<file path="src/rtl/prog_sequence_generator.sv">
// Programmable pattern sequencer: DEPTH x WIDTH table stepped in
// one-shot, loop or ping-pong order under a step enable.
//
// Ports:
//   clk, reset_n         clock, async active-low reset
//   wr_en/wr_addr/wr_data table write port (any state)
//   seq_len, mode        last index and mode, latched on start
//   start, stop, step_en sequence control (stop > start > step)
//   seq_out, seq_valid   current registered table word
//   busy, index          running flag and current index
//   done, wrap           one-cycle completion / wrap pulses
module prog_sequence_generator #(
    parameter int WIDTH = 4,
    parameter int DEPTH = 8,
    localparam int AW = $clog2(DEPTH)
) (
    input  logic             clk,
    input  logic             reset_n,
    input  logic             wr_en,
    input  logic [AW-1:0]    wr_addr,
    input  logic [WIDTH-1:0] wr_data,
    input  logic [AW-1:0]    seq_len,
    input  logic [1:0]       mode,
    input  logic             start,
    input  logic             stop,
    input  logic             step_en,
    output logic [WIDTH-1:0] seq_out,
    output logic             seq_valid,
    output logic             busy,
    output logic [AW-1:0]    index,
    output logic             done,
    output logic             wrap
);

    typedef enum logic {IDLE, RUN} state_t;

    localparam logic [AW-1:0] LAST_MAX = AW'(DEPTH - 1);
    localparam logic [AW-1:0] ONE      = AW'(1);

    state_t           r_state;
    logic             r_dir;
    logic [1:0]       r_mode;
    logic [AW-1:0]    r_last;
    logic [AW-1:0]    r_idx;
    logic [WIDTH-1:0] r_out;
    logic             r_valid;
    logic             r_done;
    logic             r_wrap;
    logic [WIDTH-1:0] r_mem [DEPTH];

    state_t           w_state_nx;
    logic             w_dir_nx;
    logic [1:0]       w_mode_nx;
    logic [AW-1:0]    w_last_nx;
    logic [AW-1:0]    w_idx_nx;
    logic [WIDTH-1:0] w_out_nx;
    logic             w_valid_nx;
    logic             w_done_nx;
    logic             w_wrap_nx;
    logic             w_load;
    logic [AW-1:0]    w_last_clip;
    logic             w_at_last;

    assign w_last_clip = (seq_len > LAST_MAX) ? LAST_MAX : seq_len;
    assign w_at_last   = (r_idx == r_last);

    always_ff @(posedge clk or negedge reset_n) begin
        if (!reset_n) begin
            r_state <= IDLE;
            r_dir   <= 1'b0;
            r_mode  <= 2'b00;
            r_last  <= '0;
            r_idx   <= '0;
            r_out   <= '0;
            r_valid <= 1'b0;
            r_done  <= 1'b0;
            r_wrap  <= 1'b0;
        end else begin
            r_state <= w_state_nx;
            r_dir   <= w_dir_nx;
            r_mode  <= w_mode_nx;
            r_last  <= w_last_nx;
            r_idx   <= w_idx_nx;
            r_out   <= w_out_nx;
            r_valid <= w_valid_nx;
            r_done  <= w_done_nx;
            r_wrap  <= w_wrap_nx;
        end
    end

    // Table: the read path uses the pre-edge contents, so a same-edge
    // write to the entry being loaded is seen only on the next visit.
    always_ff @(posedge clk or negedge reset_n) begin
        if (!reset_n) begin
            for (int i = 0; i < DEPTH; i++) begin
                r_mem[i] <= '0;
            end
        end else if (wr_en && (32'(wr_addr) < DEPTH)) begin
            r_mem[wr_addr] <= wr_data;
        end
    end

    always_comb begin
        w_state_nx = r_state;
        w_dir_nx   = r_dir;
        w_mode_nx  = r_mode;
        w_last_nx  = r_last;
        w_idx_nx   = r_idx;
        w_out_nx   = r_out;
        w_valid_nx = r_valid;
        w_done_nx  = 1'b0;
        w_wrap_nx  = 1'b0;
        w_load     = 1'b0;
        if (stop) begin
            w_state_nx = IDLE;
            w_dir_nx   = 1'b0;
            w_idx_nx   = '0;
            w_out_nx   = '0;
            w_valid_nx = 1'b0;
        end else if (start) begin
            w_state_nx = RUN;
            w_dir_nx   = 1'b0;
            w_mode_nx  = mode;
            w_last_nx  = w_last_clip;
            w_idx_nx   = '0;
            w_load     = 1'b1;
        end else if (r_state == RUN && step_en) begin
            w_load = 1'b1;
            unique case (r_mode)
                2'b00: begin
                    if (w_at_last) begin
                        w_state_nx = IDLE;
                        w_idx_nx   = '0;
                        w_out_nx   = '0;
                        w_valid_nx = 1'b0;
                        w_done_nx  = 1'b0 | 1'b1;
                        w_load     = 1'b0;
                    end else begin
                        w_idx_nx = r_idx + ONE;
                    end
                end
                2'b10: begin
                    // r_dir: 0 = counting up, 1 = counting down
                    if (!r_dir) begin
                        if (w_at_last) begin
                            w_dir_nx  = 1'b1;
                            w_wrap_nx = 1'b1;
                            w_idx_nx  = (r_last == '0) ? '0 : r_idx - ONE;
                        end else begin
                            w_idx_nx = r_idx + ONE;
                        end
                    end else begin
                        if (r_idx == '0) begin
                            w_dir_nx  = 1'b0;
                            w_wrap_nx = 1'b1;
                            w_idx_nx  = (r_last == '0) ? '0 : ONE;
                        end else begin
                            w_idx_nx = r_idx - ONE;
                        end
                    end
                end
                default: begin
                    if (w_at_last) begin
                        w_idx_nx  = '0;
                        w_wrap_nx = 1'b1;
                    end else begin
                        w_idx_nx = r_idx + ONE;
                    end
                end
            endcase
        end
        if (w_load) begin
            w_out_nx   = r_mem[w_idx_nx];
            w_valid_nx = 1'b1;
        end
    end

    assign seq_out   = r_out;
    assign seq_valid = r_valid;
    assign busy      = (r_state == RUN);
    assign index     = r_idx;
    assign done      = r_done;
    assign wrap      = r_wrap;

endmodule

</file>
<file path="config.mk">
export PLATFORM = sky130hd
export DESIGN_NAME = prog_sequence_generator
export DESIGN_NICKNAME = d
export VERILOG_FILES = /design/src/rtl/prog_sequence_generator.sv
export SDC_FILE = /design/constraint.sdc
export NUM_CORES = 1
export LEC_CHECK = 0
export CAP_MARGIN = 20
export CORE_MARGIN = 4
export CORE_UTILIZATION = 24
export DETAILED_ROUTE_END_ITERATION = 10
export PLACE_DENSITY = 0.45
export REMOVE_ABC_BUFFERS = 1
export SLEW_MARGIN = 20
export SYNTH_ARGS = -nofsm -noshare
export SYNTH_HDL_FRONTEND = slang
export SYNTH_SLANG_ARGS = --single-unit
</file>
<file path="constraint.sdc">
create_clock -name clk -period 2.45 [get_ports clk]
set_clock_uncertainty 0.05 [all_clocks]
set_input_delay 0.3675 -clock clk [delete_from_list [all_inputs] [get_ports clk]]
set_output_delay 0.3675 -clock clk [all_outputs]
set_load 0.1 [all_outputs]
</file>
==> results of run 1 <==
logic make-up (layout without fill, tap and decap cells):
kind of cell / count (synthesis) / after routing / synth area share
and+or+nand+nor: 60 / 60 / 0.128
DFF: 49 / 49 / 0.495
muxes: 46 / 46 / 0.204
AOI/OAI and AO/OA: 36 / 36 / 0.111
buffers and inverters: 11 / 79 / 0.0293
xor gates and xnor gates: 4 / 4 / 0.0172
adders and majority gates: 3 / 3 / 0.0151
area by class of cell:
type	count	area, um^2	share of cell area
clock inverter	2	17.5	0.00515
clock buffer	6	82.6	0.0243
sequential	49	1230	0.361
tap	133	166	0.0489
multi-input combinational	149	1340	0.393
timing repair buffer	64	529	0.156
inverter	7	38.8	0.0114
metal layers:
layer  global-route usage  part of all wire  vias up  routed length (um)
met3               0.0270             0.049        6                 316
met1                0.143              0.46      973                2970
met5                    0                 0        -                   0
met4               0.0312            0.0089        0                  58
li1                     -                 -      907                   -
met2                0.184              0.49       47                3160
power by group:
group / switching (mW) / internal (mW)
registers: 0.0959 / 0.949
logic: 0.290 / 0.268
clock network: 0.295 / 0.235
total: 0.681 / 1.45
metrics by stage:
stage                     area, um^2  hold WS (ns)
after global placement          3070         0.437
after detailed placement        3070         0.445
after global routing            3400         0.164
after CTS                       3210         0.140
after floorplan                 2440        0.0219
final                           3400         0.106
what timing repair did:
action / 4_1_cts / 5_1_grt
hold buffers: 0 / 0
setup buffers: 3 / 5
pin swaps: 1 / 12
endpoints found under the setup margin: 4 / 4
resized for setup: 4 / 34
final timing paths:
| check | end | start | cells past startpoint |
|---|---|---|---|
| worst max-delay path | seq_out[0] | index[0] | 9 |
| worst min-delay path | r_mem[6] | reset_n | 2 |
| worst max register to register | seq_out[0] | index[0] | 9 |
| worst min register to register | r_mem[16] | r_mem[16] | 1 |
| max in group asynchronous | r_last[0] | reset_n | 2 |
| min in group clk | r_mem[16] | r_mem[16] | 1 |
flip-flops by register name (all words and copies together) (netlist names):
signal     flops
index          3
r_mem         32
r_dir          1
busy           1
done           1
r_mode         2
wrap           1
r_last         3
seq_valid      1
seq_out        4
cell usage after synthesis, types with 4 or more instances:
master / instances
nand2b_1: 4
dfrtp_1: 49
nand2_1: 23
a32oi_1: 4
nor2_1: 6
mux2i_1: 9
inv_1: 6
a21oi_1: 6
a211oi_1: 5
mux2_2: 37
nor3_1: 6
==> run_results.csv, run 1 <==
group,metric,value,unit
die,rows,36,
final_layout,nFillCells,1042,
cts,clock_latency,0.30,ns
worst_setup_path,rrSetupSlack,0.06,ns
placed_design,port_buffers,28,
worst_setup_path,critical_path.top_delay_family,"compound AO/OA/AOI/OAI gates",
worst_setup_path,slowest_stage,"dfrtp_2",
die,core,9910,um^2
cts,clkTransAtPathRegs,0.10,ns
pwr,leakage,1.39,nW
timing,worst_pin_slew,0.658,ns
route,vias,1933,
worst_setup_path,required,2.60,ns
final_layout,fin_cells,410,
timing,setup_ws,0.0561,ns
route,drc,0,
worst_setup_path,crit_path_start_kind,"register",
placed_design,numPlacedInstances,394,
synth,synth_seq_area_share,0.495,
global_routing,grt_max_degree,50,
timing,finalCritPeriodShare,0.977,
timing,setup-tns-final,0,ns
timing,rsz0062_at_grt,"true",
route,ant_nets,0,
cts,clkSinkCount,49,
synth,yosysWarnings,0,
final_layout,final_common_cell,"dfrtp_1",
worst_setup_path,cp.arrival,2.54,ns
timing,setup_viol,0,
worst_setup_path,crit_path_end_kind,"register",
synth,ys_types,43,
worst_setup_path,crit_path_cell_trace,"inv_1 -> ha_1 -> nand2_2 -> o31a_1 -> a2111oi_4 -> a22oi_2 -> nor2_2 -> a21oi_1 -> a32o_1",
route,drtPass1Iterations,4,
synth,synth_edf_count,0,
pwr,finalPower,2.13,mW
die,die_w,110,um
final_layout,layout_common_cells,"dfrtp_1, buf_4, mux2_2",
pwr,power_density,627,nW/um^2
synth,synth_area,2480,um^2
global_routing,gr-total-overflow,0,
die,start_util,0.250,
synth,ys_ff_latch,49,
synth,avgSynthCellArea,11.9,um^2
route,drt_iter0_drc,86,
route,via_per_inst,4.71,
timing,slew_viol_final,0,
final_layout,diodes,0,
worst_setup_path,slowest_delay,0.46,ns
cts,cts-root-buf,"clkbuf_8",
route,drt-total-wl,6.50,mm
pwr,vdd_drop_max,0.256,mV
synth,ys.flop_type,"dfrtp_1",
worst_setup_path,worstSetupPathType,"register to register",
timing,fmax,418,MHz
timing,finalCriticalPeriod,2.39,ns
synth,postSynthCellCount,209,
placed_design,place_ws,-0.0869,ns
die,ios,29,
worst_setup_path,cp_max_fo,4,
global_routing,track_usage,0.111,
global_routing,grt_pass1_wl,10.2,mm
route,post_drt_wl_per_cell,15.9,um
cts,cts-buffers-inserted,5,
placed_design,hpwl,4.60,mm
timing,relSlewSlack,0.561,
cts,clockBufferDepth,2,
final_layout,syn_to_final_growth,37.2,%
synth,async_flop_share,1.00,
die,die_h,110,um
outcome,outcome,"finished clean",
global_routing,antenna_found_initial,0,
worst_setup_path,cp.buffers_inverters,1,
timing,hold_viol,0,
job,cap_viol_max_count,0,
cts,htreeDepth,2,
synth,synth_top_area_cell,"dfrtp_1",
final_layout,drive_above_1_share,0.451,
final_layout,finalCoreUtilization,0.343,
worst_hold_path,hold_class,"primary input to async pin",
final_layout,fin_nets,297,
cts,tritoncts,"yes",
die,die_area,12000,um^2
synth,synth_area_leaders,"dfrtp_1, mux2_2, mux2i_1",
global_routing,first_global_vias,2031,
placed_design,routabilityCongestion,0.829,
synth,netlist.area_leader.share,0.495,
No activity file was read; power rests on OpenSTA's default activity.
==> run 2, diff against run 1 <==
--- a/config.mk
+++ b/config.mk
@@ -7,9 +7,9 @@
 export LEC_CHECK = 0
 export CAP_MARGIN = 20
 export CORE_MARGIN = 4
-export CORE_UTILIZATION = 24
+export CORE_UTILIZATION = 30
 export DETAILED_ROUTE_END_ITERATION = 10
-export PLACE_DENSITY = 0.45
+export PLACE_DENSITY = 0.53
 export REMOVE_ABC_BUFFERS = 1
 export SLEW_MARGIN = 20
 export SYNTH_ARGS = -nofsm -noshare
==> run 2 against run 1 <==
Against the previous run:
- largest cell class unchanged
- first-iteration DRC count decreased by 58%
- wire length shrank 3.2%
- global-route usage grew 1.6 points
- sequential share of layout area is 0.76 points lower
- combinational power barely moved
- fmax shrank 0.24%
- largest power group unchanged
- via count fell by 1.7%
- sequential power hardly changed
- highest routed layer unchanged
- critical endpoint unchanged
- worst setup slack lost 0.0057 ns
==> run_results.csv, run 2 (synthesized netlist as in run 1, its figures left out) <==
group,metric,value,unit
outcome,outcome,"finished clean",
cts,clkSinkCount,49,
global_routing,track_usage,0.126,
final_layout,layout_common_cells,"buf_4, dfrtp_1, mux2_2",
worst_setup_path,timing.critical_path.from,"index[0]",
placed_design,dpl_cell_area,3080,um^2
global_routing,grt_max_degree,50,
worst_setup_path,r2r_start,"index[0]",
worst_setup_path,worstRegToRegCells,9,
final_layout,syn_to_final_growth,40.4,%
worst_hold_path,hold_class,"register to register",
final_layout,fin_nets,302,
die,die_area,9780,um^2
worst_setup_path,cp.arrival,2.55,ns
cts,cts-root-buf,"clkbuf_8",
final_layout,top_register,"r_mem",
timing,relSlewSlack,0.721,
global_routing,antenna_found_initial,0,
placed_design,port_buffers,28,
job,cap_viol_max_count,0,
timing,finalCriticalPeriod,2.40,ns
timing,setup_ws,0.0504,ns
route,via_per_inst,4.95,
pwr,finalPower,2.12,mW
worst_setup_path,crit_path_start_kind,"register",
global_routing,grt_pass1_wl,9.89,mm
worst_setup_path,required,2.60,ns
cts,clockBufferDepth,2,
timing,finalCritPeriodShare,0.979,
route,post_drt_wl_per_cell,16.4,um
timing,hold_viol,0,
die,rows,32,
worst_setup_path,rrSetupSlack,0.05,ns
worst_setup_path,cp_max_fo,6,
die,start_util,0.314,
route,vias,1901,
die,die_h,98.9,um
die,die_w,98.9,um
die,ios,29,
final_layout,drive_above_1_share,0.493,
final_layout,finalCoreUtilization,0.441,
cts,tritoncts,"yes",
final_layout,final_area,3480,um^2
pwr,power_density,610,nW/um^2
cts,clkTransAtPathRegs,0.09,ns
timing,setup_viol,0,
route,drtPass1Iterations,4,
worst_setup_path,r2r-end,"seq_out[0]",
route,drt_iter0_drc,36,
final_layout,largest_reg_flops,32,
route,drt-total-wl,6.29,mm
cts,clock_latency,0.30,ns
worst_setup_path,crit_path_end_kind,"register",
final_layout,diodes,0,
die,core,7890,um^2
pwr,vdd_drop_max,0.301,mV
worst_setup_path,worstSetupPathType,"register to register",
timing,fmax,417,MHz
route,ant_nets,0,
final_layout,final_common_cell,"buf_4",
placed_design,hpwl,4.48,mm
cts,htreeDepth,2,
route,drc,0,
placed_design,routabilityCongestion,0.812,
global_routing,first_global_vias,1932,
timing,worst_pin_slew,0.417,ns
worst_setup_path,critPathCapture,"seq_out[0]",
cts,cts-buffers-inserted,5,
timing,setup-tns-final,0,ns
pwr,leakage,1.43,nW
timing,slew_viol_final,0,
placed_design,place_ws,-0.165,ns
global_routing,gr-total-overflow,0,
-- run 2: where the power goes --
part	internal, mW	switching (mW)	total, mW
logic	0.269	0.291	0.560
clock network	0.233	0.282	0.515
registers	0.950	0.0993	1.05
total	1.45	0.672	2.12
-- run 2: per-layer routing --
layer / GRT usage / part of all wire / vias to the layer above
met5: 0 / 0 / -
met4: 0.0284 / 0.0091 / 0
met3: 0.0269 / 0.034 / 4
met2: 0.206 / 0.49 / 29
met1: 0.172 / 0.47 / 951
li1: - / - / 917
-- run 2: worst min path at each step --
stage | from | end | depth (start not counted)
after floorplan | reset_n | busy | 0
after global placement | reset_n | r_mem[7] | 2
after detailed placement | reset_n | r_mem[7] | 2
after CTS | seq_valid | seq_valid | 2
after global routing | r_mem[2] | r_mem[2] | 1
final | seq_valid | seq_valid | 2
-- run 2: worst max-delay path: stages, from the launching register on --
cell	delay, ns
dfrtp_2	0.46
buf_4	0.17
o21ba_1	0.18
o2111ai_2	0.26
a2111oi_4	0.10
buf_4	0.15
a211oi_4	0.30
and2_2	0.26
a32oi_1	0.12
a32o_1	0.23
-- run 2: cell type report --
type | count | area (um^2)
Tap cell | 102 | 128
Timing Repair inverter | 1 | 8.76
Clock inverter | 2 | 16.3
Multi-Input combinational cell | 149 | 1400
Fill cell | 750 | 4410
Clock buffer | 6 | 82.6
Timing Repair Buffer | 68 | 576
Sequential cell | 49 | 1230
Inverter | 7 | 38.8
-- run 2: timing repair --
action / 4_1_cts / 5_1_grt
resized for setup: 5 / 43
setup endpoints to repair: 4 / 4
buffers inserted: 1 / 6
hold buffers: 1 / 0
endpoints found under the hold margin: 32 / 0
cloned: 0 / 1
pin swaps: 1 / 10
-- run 2: metrics by stage --
stage / hold WS, ns / cells
after floorplan: 0.0219 / 205
after global placement: 0.323 / 368
after detailed placement: 0.327 / 368
after CTS: 0.456 / 378
after global routing: 0.476 / 384
final: 0.444 / 384
==> run 3, diff against run 2 <==
--- a/config.mk
+++ b/config.mk
@@ -5,7 +5,6 @@
 export SDC_FILE = /design/constraint.sdc
 export NUM_CORES = 1
 export LEC_CHECK = 0
-export CAP_MARGIN = 20
 export CORE_MARGIN = 4
 export CORE_UTILIZATION = 30
 export DETAILED_ROUTE_END_ITERATION = 10
==> results of run 3 <==
No change in the layout: final DEF, timing and power equal those of run 2.
==> edit (flow settings as in run 1) <==
Register the input `mode` before use, without a reset. The logic sees it one clock later. The other inputs are not delayed to match.
--- a/src/rtl/prog_sequence_generator.sv
+++ b/src/rtl/prog_sequence_generator.sv
@@ -37,4 +37,10 @@
     localparam logic [AW-1:0] LAST_MAX = AW'(DEPTH - 1);
     localparam logic [AW-1:0] ONE      = AW'(1);
+
+    logic [1:0] mode_q;
+
+    always_ff @(posedge clk) begin
+        mode_q <= mode;
+    end
 
     state_t           r_state;
@@ -121,5 +127,5 @@
             w_state_nx = RUN;
             w_dir_nx   = 1'b0;
-            w_mode_nx  = mode;
+            w_mode_nx  = mode_q;
             w_last_nx  = w_last_clip;
             w_idx_nx   = '0;
Formal check against the unedited RTL: not equivalent (a bounded check fails within 4 cycles, from zero or initial values and one cycle with reset_n low).
==> edit against run 1 <==
- global-route usage is 0.97 points lower
- sequential cell count is 2 higher
- wire length is 8.2% lower
- cell area decreased by 7.0%
- hold slack worse by 100 ps
- total power down 2.2%
- synthesized area grew 2.1%
- setup slack better by 78 ps
- largest cell class is now sequential cells
==> edit: results (changes against run 1) <==
- Diode count: 0 (unchanged)
- Peak fanout along the critical path: 17 (was 4)
- Setup CP Type: reg2reg (unchanged)
- R2r setup slk: 130 ps (was 60 ps)
- Fin. Hold Viols: 0 (unchanged)
- Placed Cells: 379 (was 394)
- Layout cells sized above 1: 37.1% (was 45.1%)
- Global routing usage on met3: 2.18% (was 2.70%)
- Depth of the most critical reg-to-reg path: 9 (unchanged)
- Postcts setup bufs: 0 (was 3)
- Status: finished, final reports clean (unchanged)
- CTS Buf Count: 5 (unchanged)
- Met2 GRT Util: 15.7% (was 18.4%)
- I/O Buffers: 28 (unchanged)
- Synth top cells by count: dfrtp_1, mux2_2, mux2i_1, nand2_1, nor2_1 (was dfrtp_1, mux2_2, nand2_1, mux2i_1)
- Initial antenna violation count: 0 (unchanged)
- M1 WL: 2900 um (was 2970 um)
- Critical R2R Capture: seq_out[2] (was seq_out[0])
- Synth cell types: 49 (was 43)
- Initial DRT Pass Iterations: 4 (unchanged)
- Largest register FFs: 32 (unchanged)
- Largest net degree at the start of global routing: 27 (was 50)
- Cell-internal power: 1.44 mW (was 1.45 mW)
- Top post-synthesis cells by area: dfrtp_1, mux2_2, mux2i_1 (unchanged)
- First-pass GRT wire length: 9870 um (was 10200 um)
- FILL cells: 1065 (was 1042)
- Max IR drop VDD: 273 uV (was 256 uV)
- Uppermost layer routed: met4 (unchanged)
- Crit path from: index[0] (unchanged)
- Met1 Usage GRT: 13.9% (was 14.3%)
- Root Driver: clkbuf_8 (unchanged)
- Met3 WL: 184 um (was 316 um)
- Biggest register: r_mem (unchanged)
- Routed WL: 5970 um (was 6500 um)
- Clock latency on the worst-skew pair: approximately 310 ps
- Leak pwr: 1.31 nW (was 1.39 nW)
- Sequential area share after synthesis: 50.0% (was 49.5%)
- Post-detail-place hpwl: 4560 um (was 4600 um)
- WL met2: 2830 um (was 3160 um)
- Htree depth: 2 (unchanged)
- Avg Cell Area, Syn: 12.6 um2 (was 11.9 um2)
- GP Congestion: 0.875 (was 0.829)
- Worst Max-Slew Pin Slew: 587 ps (was 658 ps)
- DRT iter0 DRCs: 67 (was 86)
- CTS max path bufs: 2 (unchanged)
- GRT Total Usage: 10.1% (was 11.1%)
- Non-filler instance count after layout: 387 (was 410)
- Worst Path Arrival: 2480 ps (was 2540 ps)
- Post-CTS Resized: 0 (was 4)
- Fin nets: 271 (was 297)
- Hold crit path type: in2async (unchanged)
- Via count: 1762 (was 1933)
- Fraction of registers with async set/reset: 96.1% (was 100%)
- CTS clk-pin slew, worst paths: around 90 ps
- Ys Warns: 0 (unchanged)
-- edit: cell types whose count changed in the layout (fill, tap and decap cells not counted), moves of 8 or more --
| cell | delta |
|---|---|
| buf_4 | -15 |
| nand2_1 | -12 |
| mux2_2 | +8 |
| mux2i_1 | +8 |
-- edit: critical path, cell delays in order, from the launching register on --
cell,delay (ps)
dfrtp_1,400
inv_1,100
ha_1,330
a211o_1,290
a21oi_2,100
and3b_1,220
buf_12,170
mux2i_1,120
mux2_2,260
o221ai_1,180
-- edit: cells by family (layout without fill, tap and decap cells) --
group,after synthesis,in the layout,share of synthesized area (%)
xor gates and xnor gates,3,3,1.34
adders and majority gates,3,3,1.48
buffers and inverters,10,61,2.47
muxes,61,61,26.4
DFF,51,51,50.0
and+or+nand+nor,48,48,11.2
AOI/OAI and AO/OA,24,24,7.07
-- edit: power by group through the flow --
stage          Sequential [mW]  Combinational, mW  Clock, mW
5_1_grt                   1.10              0.571      0.539
6_report                  1.08              0.526      0.482
3_5_place_dp              1.10              0.535          0
4_1_cts                   1.08              0.537      0.505
3_3_place_gp              1.10              0.528          0
2_1_floorplan             1.16              0.277          0
-- edit: metrics by stage --
stage          hold slack (ps)  setup slack [ps]  area [um2]  util, %  power, mW
2_1_floorplan             21.9              -679        2490        -       1.43
3_3_place_gp               350              39.0        3080     30.0       1.63
3_5_place_dp               354             -1.18        3080     30.0       1.63
4_1_cts                   9.55               120        3160     30.8       2.12
5_1_grt                   40.8              3.50        3160     30.8       2.21
6_report                  2.00               134        3160     30.8       2.09
-- edit: cell type report --
cell class | instances | area share, %
multi-input cells | 139 | 38.0
repair buffers | 48 | 13.4
flip-flops and latches | 51 | 40.0
well taps | 136 | 5.38
clock buffers | 6 | 2.29
inverters | 5 | 0.593
clock inverters | 2 | 0.395
